## src/rtl/wb_arbiter2_pkg.sv

```systemverilog
// wb_arbiter2_pkg
//   Shared definitions for the two-master Wishbone arbiter:
//   - arb_state_t : arbiter FSM states (IDLE, GNT_INST, GNT_DATA)
//   - DEFAULT_TIMEOUT : default number of cycles a granted strobe may wait
//     for ram_ack before the arbiter aborts it
//   - GRANT_INST / GRANT_DATA : encoding of the last-grant register
package wb_arbiter2_pkg;

  typedef enum logic [1:0] {
    IDLE     = 2'd0,
    GNT_INST = 2'd1,
    GNT_DATA = 2'd2
  } arb_state_t;

  localparam int DEFAULT_TIMEOUT = 255;

  localparam logic GRANT_INST = 1'b0;
  localparam logic GRANT_DATA = 1'b1;

endpackage

```

## src/rtl/wb_arbiter2_watchdog.sv

```systemverilog
// wb_watchdog
//   Counts cycles in which the granted strobe is stalled and flags the
//   cycle in which the stall count reaches TIMEOUT.
//   Ports:
//     clk     - rising-edge clock
//     reset   - asynchronous active-high reset, clears the counter
//     clr     - synchronous clear (slave acked, or grant is ending)
//     busy    - this cycle is a stalled strobe (stb high, no ack)
//     expired - combinational: this busy cycle is the TIMEOUT-th one
module wb_watchdog
  import wb_arbiter2_pkg::*;
#(
  parameter int TIMEOUT = DEFAULT_TIMEOUT
) (
  input  logic clk,
  input  logic reset,
  input  logic clr,
  input  logic busy,
  output logic expired
);

  localparam int W = $clog2(TIMEOUT + 1);
  localparam logic [W-1:0] CNT_MAX  = W'(TIMEOUT);
  localparam logic [W-1:0] CNT_LAST = W'(TIMEOUT - 1);

  logic [W-1:0] count_reg;

  // count_reg holds the number of stalled cycles already completed, so
  // the TIMEOUT-th stalled cycle is the one that starts with TIMEOUT-1.
  // The counter saturates at TIMEOUT instead of wrapping.
  always_ff @(posedge clk or posedge reset) begin
    if (reset) begin
      count_reg <= '0;
    end else if (clr) begin
      count_reg <= '0;
    end else if (busy && (count_reg != CNT_MAX)) begin
      count_reg <= count_reg + W'(1);
    end
  end

  // busy already excludes ram_ack, so an ack in the final cycle wins.
  assign expired = busy && (count_reg >= CNT_LAST);

endmodule

```

## src/rtl/wb_arbiter2.sv

```systemverilog
// wb_arbiter2
//   Round-robin arbiter sharing one Wishbone classic slave (RAM) between
//   an instruction-fetch master (inst_*) and a load/store master (data_*).
//   Ports:
//     clk, reset            - clock and asynchronous active-high reset
//     inst_* (master 0)     - addr/wdata/sel/we/cyc/stb in; rdata/ack/err out
//     data_* (master 1)     - same signal set as master 0
//     ram_*  (slave side)   - addr/wdata/sel/we/cyc/stb out; rdata/ack in
//   A grant holds while the granted master keeps cyc high; every grant is
//   followed by at least one IDLE cycle. A stalled strobe is aborted with a
//   one-cycle err pulse after TIMEOUT wait cycles.
module wb_arbiter2
  import wb_arbiter2_pkg::*;
#(
  parameter int TIMEOUT = DEFAULT_TIMEOUT
) (
  input  logic        clk,
  input  logic        reset,
  // master 0: instruction fetch
  input  logic [31:0] inst_addr,
  input  logic [31:0] inst_wdata,
  input  logic [3:0]  inst_sel,
  input  logic        inst_we,
  input  logic        inst_cyc,
  input  logic        inst_stb,
  output logic [31:0] inst_rdata,
  output logic        inst_ack,
  output logic        inst_err,
  // master 1: load/store
  input  logic [31:0] data_addr,
  input  logic [31:0] data_wdata,
  input  logic [3:0]  data_sel,
  input  logic        data_we,
  input  logic        data_cyc,
  input  logic        data_stb,
  output logic [31:0] data_rdata,
  output logic        data_ack,
  output logic        data_err,
  // shared slave
  output logic [31:0] ram_addr,
  output logic [31:0] ram_wdata,
  output logic [3:0]  ram_sel,
  output logic        ram_we,
  output logic        ram_cyc,
  output logic        ram_stb,
  input  logic [31:0] ram_rdata,
  input  logic        ram_ack
);

  arb_state_t state_reg, state_next;
  logic       last_grant_reg, last_grant_next;

  logic       inst_req, data_req;
  logic [1:0] grant_vec;    // [0] inst granted, [1] data granted
  logic [1:0] ack_vec;
  logic [1:0] err_vec;
  logic       gnt_cyc, gnt_stb;
  logic       wd_busy, wd_clr, wd_expired;
  logic       timeout_fire;

  assign inst_req  = inst_cyc & inst_stb;
  assign data_req  = data_cyc & data_stb;
  assign grant_vec = {state_reg == GNT_DATA, state_reg == GNT_INST};

  // Raw cyc/stb of whichever master holds the grant (0 in IDLE).
  always_comb begin
    gnt_cyc = 1'b0;
    gnt_stb = 1'b0;
    if (grant_vec[0]) begin
      gnt_cyc = inst_cyc;
      gnt_stb = inst_stb;
    end else if (grant_vec[1]) begin
      gnt_cyc = data_cyc;
      gnt_stb = data_stb;
    end
  end

  // Stall detection uses the unforced strobe so there is no path from the
  // timeout back into its own condition.
  assign wd_busy      = gnt_cyc & gnt_stb & ~ram_ack;
  assign timeout_fire = wd_expired;
  assign wd_clr       = ram_ack | (state_next == IDLE);

  wb_watchdog #(
    .TIMEOUT(TIMEOUT)
  ) u_watchdog (
    .clk    (clk),
    .reset  (reset),
    .clr    (wd_clr),
    .busy   (wd_busy),
    .expired(wd_expired)
  );

  always_ff @(posedge clk or posedge reset) begin
    if (reset) begin
      state_reg      <= IDLE;
      last_grant_reg <= GRANT_INST;
    end else begin
      state_reg      <= state_next;
      last_grant_reg <= last_grant_next;
    end
  end

  // Grants are only issued from IDLE, which guarantees the dead cycle
  // between consecutive grants.
  always_comb begin
    state_next      = state_reg;
    last_grant_next = last_grant_reg;
    case (state_reg)
      IDLE: begin
        if (inst_req && data_req) begin
          if (last_grant_reg == GRANT_DATA) begin
            state_next      = GNT_INST;
            last_grant_next = GRANT_INST;
          end else begin
            state_next      = GNT_DATA;
            last_grant_next = GRANT_DATA;
          end
        end else if (data_req) begin
          state_next      = GNT_DATA;
          last_grant_next = GRANT_DATA;
        end else if (inst_req) begin
          state_next      = GNT_INST;
          last_grant_next = GRANT_INST;
        end
      end
      GNT_INST: if (timeout_fire || !inst_cyc) state_next = IDLE;
      GNT_DATA: if (timeout_fire || !data_cyc) state_next = IDLE;
      default:  state_next = IDLE;
    endcase
  end

  // Slave-side mux; everything is 0 in IDLE and cyc/stb are pulled low in
  // the cycle the timeout fires.
  always_comb begin
    ram_addr  = '0;
    ram_wdata = '0;
    ram_sel   = '0;
    ram_we    = 1'b0;
    ram_cyc   = 1'b0;
    ram_stb   = 1'b0;
    case (state_reg)
      GNT_INST: begin
        ram_addr  = inst_addr;
        ram_wdata = inst_wdata;
        ram_sel   = inst_sel;
        ram_we    = inst_we;
        ram_cyc   = inst_cyc & ~timeout_fire;
        ram_stb   = inst_stb & ~timeout_fire;
      end
      GNT_DATA: begin
        ram_addr  = data_addr;
        ram_wdata = data_wdata;
        ram_sel   = data_sel;
        ram_we    = data_we;
        ram_cyc   = data_cyc & ~timeout_fire;
        ram_stb   = data_stb & ~timeout_fire;
      end
      default: ;
    endcase
  end

  // Acks in IDLE (e.g. a late ack after an abort) reach neither master.
  for (genvar gi = 0; gi < 2; gi++) begin : g_route
    assign ack_vec[gi] = ram_ack & grant_vec[gi];
    assign err_vec[gi] = timeout_fire & grant_vec[gi];
  end

  assign inst_ack   = ack_vec[0];
  assign data_ack   = ack_vec[1];
  assign inst_err   = err_vec[0];
  assign data_err   = err_vec[1];
  assign inst_rdata = ram_rdata;
  assign data_rdata = ram_rdata;

endmodule

```

## config.mk

```make
export PLATFORM = sky130hd
export DESIGN_NAME = wb_arbiter2
export DESIGN_NICKNAME = d
export VERILOG_FILES = /design/src/rtl/wb_arbiter2_pkg.sv /design/src/rtl/wb_arbiter2_watchdog.sv /design/src/rtl/wb_arbiter2.sv
export SDC_FILE = /design/constraint.sdc
export NUM_CORES = 1
export LEC_CHECK = 0
export CORE_AREA = 2 2 124 126
export DETAILED_ROUTE_END_ITERATION = 8
export DIE_AREA = 0 0 126 128
export MAX_ROUTING_LAYER = met4
export SETUP_SLACK_MARGIN = 0.3
export SLEW_MARGIN = 10
export SYNTH_ARGS = -nofsm -noshare
export SYNTH_HDL_FRONTEND = slang
export SYNTH_HIERARCHICAL = 1
export SYNTH_SLANG_ARGS = --single-unit
```

## constraint.sdc

```tcl
create_clock -name clk -period 3.2 [get_ports clk]
set_clock_uncertainty 0.15 [all_clocks]
set_input_delay 0.32 -clock clk [delete_from_list [all_inputs] [get_ports clk]]
set_output_delay 0.32 -clock clk [all_outputs]
set_load 0.05 [all_outputs]
```

==> results of run 1 <==
-- per-layer routing --
layer  vias to the layer above  GRT usage (%)
li1                       1335              -
met1                      1282           14.4
met2                       203           20.4
met3                         4           4.22
met4                         0           1.10
met5                         -              -
-- worst reg2reg max path, delay by kind of cell, from the launching register on --
kind,cells,cell delay [ns]
muxes,1,0.29
DFF,1,0.42
AOI/OAI and AO/OA,3,0.51
adders and majority gates,1,0.23
buffers and inverters,1,0.14
and+or+nand+nor,5,0.86
-- worst min-delay path by stage --
stage                     depth (start not counted)                 endpoint                     from  slack [ns]
after floorplan                                   1           last_grant_reg                    reset       -0.08
after global placement                            1  u_watchdog/count_reg[7]  u_watchdog/count_reg[7]        0.37
after detailed placement                          1           last_grant_reg           last_grant_reg        0.39
after CTS                                         2           last_grant_reg                    reset        0.15
after global routing                              2           last_grant_reg                    reset        0.17
final                                             2           last_grant_reg                    reset        0.15
-- cell families (layout without fill, tap and decap cells) --
kind of cell,count (synthesis),count (layout),share of synthesized area (%)
xor+xnor,2,2,0.753
mux,3,3,1.34
compound gates,86,86,27.9
flops,11,11,11.8
simple gates,110,110,28.8
buf+inv,94,236,26.2
fa+ha+maj,6,6,3.23
-- Yosys cell counts, drive strengths merged, types with 2 or more instances --
cell | count | area [µm²]
nor3 | 4 | 25.0
clkbuf | 10 | 37.5
and4 | 2 | 18.8
nor2b | 70 | 438
xnor2 | 2 | 17.5
buf | 78 | 549
a211oi | 2 | 15.0
and2 | 4 | 25.0
mux2i | 2 | 20.0
a41oi | 2 | 17.5
nand2 | 4 | 15.0
a22oi | 70 | 526
a21oi | 3 | 15.0
o211ai | 3 | 32.5
nand4 | 2 | 18.8
inv | 6 | 22.5
nor2 | 10 | 40.0
dfrtp | 11 | 275
ha | 6 | 75.1
nand3 | 10 | 55.1
-- stage by stage --
stage	util (%)	hold slack [ns]	setup slack [ns]	instances
after floorplan	-	-0.0764	0.302	312
after global placement	27.4	0.372	0.204	636
after detailed placement	27.4	0.387	0.167	636
after CTS	28.0	0.152	0.334	640
after global routing	28.2	0.170	0.317	642
final	28.2	0.147	0.443	642
-- cell type report --
cell class,instances,area share (%)
clock inverter,1,0.119
tap,188,5.61
clock buffer,3,1.79
multi-input combinational,207,35.2
sequential,11,6.56
timing repair buffer,226,50.2
inverter,6,0.537
-- what timing repair did --
item / in CTS / in global routing
pin swaps: 0 / 1
setup buffers: 0 / 2
gates resized for setup: 5 / 2
setup endpoints to repair: 4 / 12
endpoints found under the hold margin: 0 / 0
-- where the power goes --
group	switching, mW	leakage, nW	internal, mW	total (mW)
Combinational	1.65	1.40	0.959	2.61
Sequential	0.0219	0.149	0.157	0.179
Clock	0.0620	0.0409	0.165	0.227
==> impl_metrics.env, run 1 <==
export IMPL_h_tree_depth=1
export IMPL_ys_ff_latch=11
export IMPL_m1WireLength_mm=4.14
export IMPL_port_buffers=219
export IMPL_hold_violations=0
export IMPL_dr_wl_met2_mm=5.34
export IMPL_placementRows=45
export IMPL_grt_pass1_wl_mm=15.3
export IMPL_multi_input_area_um2=1480
export IMPL_synth_cell_types=39
export IMPL_fp_dieH_um=128
export IMPL_total_power_mw=3.02
export IMPL_rsz0062_at_grt="no"
export IMPL_timing_rr_start="state_reg[0]"
export IMPL_antenna_cells=0
export IMPL_top_layer_used="met4"
export IMPL_hp_class="in -> async"
export IMPL_cp_buffers_inverters=2
export IMPL_cp_max_fo=4
export IMPL_wl_mm=10.7
export IMPL_finalNetCount=638
export IMPL_grt_max_degree=75
export IMPL_dieArea_um2=16100
export IMPL_end_kind="output port"
export IMPL_root_buffer="clkbuf_16"
export IMPL_postPlaceCellArea_um2=4080
export IMPL_synth_edff_count=0
export IMPL_core_area_um2=14900
export IMPL_first_pass_iters=4
export IMPL_clock_path_buffers=2
export IMPL_hold_buffers=0
export IMPL_setup_viol=0
export IMPL_slew_violations=0
export IMPL_max_stage_delay_ns=0.42
export IMPL_path_clk_slew_ns=0.04
export IMPL_crit_start="state_reg[0]"
export IMPL_grt_ovfl_total=0
export IMPL_viasPerCell=4.40
export IMPL_die_w_um=126
export IMPL_fin_crit_ns=2.76
export IMPL_place_hpwl_mm=8.65
export IMPL_arrival_ns=2.29
export IMPL_outcome="finished clean"
export IMPL_rrSetupSlack_ns=0.49
export IMPL_cts_buffers=3
export IMPL_drive_gt1_share_pct=21.6
export IMPL_endpoint="ram_cyc"
export IMPL_start_util_pct=15.7
export IMPL_setup_tns_ns=0
export IMPL_synth_cells=312
export IMPL_gp_congestion=0.843
export IMPL_async_reset_ff_share_pct=100
export IMPL_slew_headroom_pct=67.4
export IMPL_crit_family="simple AND/OR/NAND/NOR gates"
export IMPL_final_cell_area_um2=4190
export IMPL_synth_area_per_cell_um2=7.46
export IMPL_clock_sinks=11
export IMPL_num_vias=2824
export IMPL_tightest_slew_ns=0.489
export IMPL_layout_common_cells="clkdlybuf4s50_1 (144), buf_4 (76), a22oi_1 (70), nor2b_1 (70), dfrtp_1 (11)"
export IMPL_first_iter_violations=68
export IMPL_ys_warnings_count=6
export IMPL_p_leak_nw=1.59
export IMPL_ys_seq_area_share_pct=11.8
export IMPL_clock_fmax_mhz=363
export IMPL_ios=316
export IMPL_syn_area_um2=2330
export IMPL_cp_num_cells=9
export IMPL_grt_pass1_vias=2663
export IMPL_crit_type="reg -> out"
export IMPL_cap_violations=0
export IMPL_start_kind="flip-flop"
export IMPL_met3_length_mm=1.21
export IMPL_final_common_cell="clkdlybuf4s50_1"
export IMPL_cts_tree="done"
export IMPL_antenna_found_initial=0
export IMPL_r2r_cells=11
export IMPL_grt_total_usage_pct=12.1
export IMPL_largest_reg_flops=8
export IMPL_fillers=1584
export IMPL_slowest_stage="dfrtp_1"
export IMPL_synth_main_ff_cell="dfrtp_1"
export IMPL_drc_errors=0
export IMPL_cp_required_ns=2.73
export IMPL_clock_latency_ns=0.24
export IMPL_p_per_area_nw_per_um2=720
export IMPL_regArea_um2=275
export IMPL_regToRegEndpoint="u_watchdog/count_reg[5]"
export IMPL_area_growth_syn_to_layout_pct=80.2
export IMPL_fin_crit_sh_pct=86.2
export IMPL_path_cells="inv_1 -> ha_2 -> nand4b_1 -> a21oi_4 -> nand3_2 -> nor3_4 -> nand2b_1 -> nor2_1 -> buf_4"
export IMPL_wl_per_cell_um=16.7
export IMPL_syn_num_nets=495
export IMPL_ir_drop_uv=402
export IMPL_ant_nets=0
No activity file was read; power rests on OpenSTA's default activity.
==> run 2: changes to the inputs <==
--- a/config.mk
+++ b/config.mk
@@ -9,6 +9,7 @@
 export DETAILED_ROUTE_END_ITERATION = 8
 export DIE_AREA = 0 0 126 128
 export MAX_ROUTING_LAYER = met4
+export REMOVE_ABC_BUFFERS = 1
 export SETUP_SLACK_MARGIN = 0.3
 export SLEW_MARGIN = 10
 export SYNTH_ARGS = -nofsm -noshare
==> impl_metrics.env, run 2 (synthesis results as in run 1) <==
export IMPL_clock_fmax_mhz=360
export IMPL_postCtsSetupRepairBufs=0
export IMPL_crit_type="reg -> out"
export IMPL_rrSetupSlack_ns=0.60
export IMPL_ir_drop_uv=243
export IMPL_crit_family="buffers and inverters"
export IMPL_area_growth_syn_to_layout_pct=80.2
export IMPL_grt_pass1_vias=2811
export IMPL_cp_buffers_inverters=3
export IMPL_grt_pass1_wl_mm=17.3
export IMPL_outcome="finished clean"
export IMPL_wl_per_cell_um=19.6
export IMPL_cp_max_fo=23
export IMPL_start_util_pct=15.7
export IMPL_cp_num_cells=5
export IMPL_hold_buffers=0
export IMPL_path_cells="inv_1 -> ha_2 -> buf_4 -> and2_1 -> clkdlybuf4s50_1"
export IMPL_layout_common_cells="clkdlybuf4s50_1 (146), buf_4 (76), a22oi_1 (70), nor2b_1 (70), dfrtp_1 (11)"
export IMPL_fillers=1561
export IMPL_p_per_area_nw_per_um2=727
export IMPL_timing_rr_start="state_reg[1]"
export IMPL_grt_total_usage_pct=14.2
export IMPL_slowest_stage="clkdlybuf4s50_1"
export IMPL_slew_headroom_pct=66.8
export IMPL_fp_dieH_um=128
export IMPL_antenna_cells=0
export IMPL_start_kind="flip-flop"
export IMPL_max_stage_delay_ns=0.80
export IMPL_wl_mm=12.6
export IMPL_fin_crit_ns=2.77
export IMPL_cap_violations=0
export IMPL_largest_reg_flops=8
export IMPL_total_power_mw=3.05
export IMPL_drive_gt1_share_pct=21.3
export IMPL_clock_path_buffers=2
export IMPL_cts_buffers=3
export IMPL_num_vias=2935
export IMPL_end_kind="output port"
export IMPL_clock_latency_ns=0.24
export IMPL_regToRegEndpoint="u_watchdog/count_reg[5]"
export IMPL_cts_tree="done"
export IMPL_path_clk_slew_ns=0.04
export IMPL_placed_cells=639
export IMPL_slew_violations=0
export IMPL_arrival_ns=2.30
export IMPL_finalNetCount=639
export IMPL_hold_ws_ns=0.194
export IMPL_core_area_um2=14900
export IMPL_placementRows=45
export IMPL_antenna_found_initial=0
export IMPL_fin_crit_sh_pct=86.7
export IMPL_setup_viol=0
export IMPL_drc_errors=0
export IMPL_die_w_um=126
export IMPL_tightest_slew_ns=0.497
export IMPL_rsz0062_at_grt="no"
export IMPL_hp_class="in -> async"
export IMPL_first_pass_iters=8
export IMPL_clock_sinks=11
export IMPL_first_iter_violations=148
export IMPL_gp_congestion=0.773
export IMPL_port_buffers=219
export IMPL_final_core_util_pct=28.2
export IMPL_hold_violations=0
export IMPL_final_common_cell="clkdlybuf4s50_1"
export IMPL_h_tree_depth=1
export IMPL_dieArea_um2=16100
export IMPL_grt_ovfl_total=0
export IMPL_viasPerCell=4.56
export IMPL_fin_cells=643
export IMPL_p_leak_nw=1.57
export IMPL_root_buffer="clkbuf_16"
export IMPL_grt_max_degree=60
export IMPL_place_hpwl_mm=10.1
export IMPL_ant_nets=0
export IMPL_setup_tns_ns=0
export IMPL_r2r_cells=11
export IMPL_cp_required_ns=2.73
export IMPL_ios=316
## run 2: cell type report
type	count	area, µm²	area share, %
Sequential cell	11	275	6.56
Clock buffer	4	78.8	1.88
Multi-Input combinational cell	207	1460	34.8
Tap cell	188	235	5.61
Timing Repair Buffer	227	2120	50.6
Inverter	6	22.5	0.537
## run 2: per-layer routing
metal	global-route usage (%)	part of all wire, %	routed length, µm
met5	-	0	0
met4	1.81	0.90	113
met3	10.2	16	1950
met2	19.5	42	5320
met1	17.2	41	5190
## run 2: per-stage QoR
| step | cell area (µm²) | setup WS [ns] |
|---|---|---|
| after floorplan | 1740 | -0.970 |
| after global placement | 4090 | 0.413 |
| after detailed placement | 4090 | 0.337 |
| after CTS | 4170 | 0.337 |
| after global routing | 4190 | 0.269 |
| final | 4190 | 0.426 |
## run 2: where the power goes
group	internal (mW)	switching, mW	leakage (nW)
registers	0.157	0.0191	0.149
clock network	0.167	0.0629	0.0382
logic	0.972	1.67	1.39
total	1.30	1.75	1.57
## run 2: what timing repair did
action,4_1_cts,5_1_grt
cloned,0,0
endpoints found under the setup margin,20,29
resized for setup,1,6
## run 2: worst max path at each step
stage | from | endpoint | slack (ns)
floorplan | state_reg[0] | u_watchdog/count_reg[5] | -0.97
global placement | data_cyc | u_watchdog/count_reg[5] | 0.41
detailed placement | data_cyc | u_watchdog/count_reg[5] | 0.34
CTS | state_reg[1] | ram_cyc | 0.34
global route | state_reg[1] | ram_stb | 0.27
finish | state_reg[0] | data_ack | 0.43
==> run 3: changes to the inputs <==
--- a/config.mk
+++ b/config.mk
@@ -5,10 +5,12 @@
 export SDC_FILE = /design/constraint.sdc
 export NUM_CORES = 1
 export LEC_CHECK = 0
-export CORE_AREA = 2 2 124 126
+export CELL_PAD_IN_SITES_DETAIL_PLACEMENT = 1
+export CELL_PAD_IN_SITES_GLOBAL_PLACEMENT = 1
+export CORE_UTILIZATION = 13
 export DETAILED_ROUTE_END_ITERATION = 8
-export DIE_AREA = 0 0 126 128
 export MAX_ROUTING_LAYER = met4
+export PLACE_DENSITY_LB_ADDON = 0.1
 export REMOVE_ABC_BUFFERS = 1
 export SETUP_SLACK_MARGIN = 0.3
 export SLEW_MARGIN = 10
==> impl_metrics.env, run 3 (synthesis results as in run 1) <==
export IMPL_slowest_stage="dfrtp_1"
export IMPL_core_area_um2=17400
export IMPL_cp_buffers_inverters=4
export IMPL_grt_ovfl_total=0
export IMPL_crit_type="reg -> out"
export IMPL_ios=316
export IMPL_slew_headroom_pct=60.9
export IMPL_die_w_um=136
export IMPL_placementRows=48
export IMPL_ir_drop_uv=258
export IMPL_setup_viol=0
export IMPL_max_stage_delay_ns=0.43
export IMPL_layout_common_cells="clkdlybuf4s50_1 (145), buf_12 (72), a22oi_1 (70), nor2b_1 (70), buf_4 (13)"
export IMPL_hold_violations=0
export IMPL_crit_family="buffers and inverters"
export IMPL_grt_pass1_wl_mm=21.5
export IMPL_fin_crit_ns=2.73
export IMPL_place_hpwl_mm=12.4
export IMPL_final_core_util_pct=29.5
export IMPL_final_common_cell="clkdlybuf4s50_1"
export IMPL_h_tree_depth=1
export IMPL_hp_class="in -> async"
export IMPL_grt_total_usage_pct=16.3
export IMPL_finalNetCount=643
export IMPL_arrival_ns=2.26
export IMPL_grt_max_degree=66
export IMPL_port_buffers=219
export IMPL_rrSetupSlack_ns=0.48
export IMPL_regToRegEndpoint="u_watchdog/count_reg[5]"
export IMPL_drive_gt1_share_pct=22.2
export IMPL_ant_nets=0
export IMPL_multi_input_area_um2=1480
export IMPL_timing_rr_start="state_reg[0]"
export IMPL_fillers=1965
export IMPL_hold_ws_ns=0.148
export IMPL_cp_required_ns=2.73
export IMPL_path_clk_slew_ns=0.04
export IMPL_r2r_cells=12
export IMPL_dieArea_um2=18400
export IMPL_clock_sinks=11
export IMPL_viasPerCell=4.37
export IMPL_clock_path_buffers=2
export IMPL_p_per_area_nw_per_um2=728
export IMPL_area_growth_syn_to_layout_pct=121
export IMPL_antenna_found_initial=1
export IMPL_cap_violations=0
export IMPL_regArea_um2=275
export IMPL_p_leak_nw=1.81
export IMPL_slew_violations=0
export IMPL_first_iter_violations=128
export IMPL_rsz0062_at_grt="no"
export IMPL_clock_fmax_mhz=366
export IMPL_hold_buffers=0
export IMPL_wl_mm=15.5
export IMPL_start_util_pct=13.4
export IMPL_root_buffer="clkbuf_16"
export IMPL_crit_path_frequent_cell="buf_4"
export IMPL_cp_max_fo=51
export IMPL_fin_crit_sh_pct=85.4
export IMPL_grt_pass1_vias=3047
export IMPL_total_power_mw=3.75
export IMPL_tightest_slew_ns=0.587
export IMPL_clock_latency_ns=0.24
export IMPL_drc_errors=0
export IMPL_path_cells="inv_1 -> ha_2 -> buf_4 -> buf_12 -> mux2i_2 -> nor2_1 -> buf_4"
export IMPL_first_pass_iters=4
export IMPL_largest_reg_flops=8
export IMPL_end_kind="output port"
export IMPL_wl_per_cell_um=22.7
export IMPL_num_vias=2994
export IMPL_cts_tree="done"
export IMPL_start_kind="flip-flop"
export IMPL_gp_congestion=0.763
export IMPL_cts_buffers=3
export IMPL_fp_dieH_um=136
export IMPL_outcome="finished clean"
==> run 3: cell types whose count changed in the layout (fill, tap and decap cells not counted), sizes merged <==
cell,change
clkdlybuf4s50,-1
diode,+1
buf,+5
==> run 3: worst max path at each step <==
stage / depth (start not counted) / from / end / slack, ns
4_1_cts: 10 / state_reg[1] / ram_cyc / 0.31
6_report: 7 / state_reg[0] / ram_cyc / 0.47
3_3_place_gp: 11 / data_cyc / u_watchdog/count_reg[5] / 0.28
2_1_floorplan: 11 / state_reg[0] / u_watchdog/count_reg[5] / -0.97
3_5_place_dp: 11 / data_cyc / u_watchdog/count_reg[5] / 0.19
5_1_grt: 10 / state_reg[0] / ram_stb / 0.30
==> run 3: routing by layer <==
layer / vias to the layer above / global-route usage [%] / share of wire [%]
li1: 1342 / - / -
met1: 1433 / 18.4 / 38
met2: 210 / 25.3 / 47
met3: 9 / 8.64 / 14
met4: 0 / 3.37 / 1.2
met5: - / - / 0
==> run 3: power breakdown <==
part	internal, mW	total [mW]	leakage, nW	switching (mW)
logic	1.51	3.34	1.63	1.83
registers	0.157	0.177	0.149	0.0197
clock network	0.167	0.231	0.0382	0.0635
==> run 3: cell type report <==
type                    instances  area share (%)
diodes                          1          0.0486
inverters                       6           0.438
clock buffers                   4            1.53
well taps                     225            5.47
flip-flops and latches         11            5.35
multi-input cells             207            28.8
repair buffers                231            58.3
==> run 3: what timing repair did <==
item | in CTS | in global routing
endpoints found under the hold margin | 0 | 0
setup endpoints to repair | 54 | 5
buffers inserted | 0 | 2
pin swaps | 0 | 1
resized for setup | 4 | 6
==> run 3: metrics by stage <==
step / setup slack (ns) / TNS, ns / cell area [µm²] / cells
2_1_floorplan: -0.970 / -18.41 / 1740 / 224
3_3_place_gp: 0.278 / 0 / 5000 / 678
3_5_place_dp: 0.190 / 0 / 5000 / 678
4_1_cts: 0.308 / 0 / 5090 / 682
5_1_grt: 0.301 / 0 / 5150 / 685
6_report: 0.468 / 0 / 5150 / 685
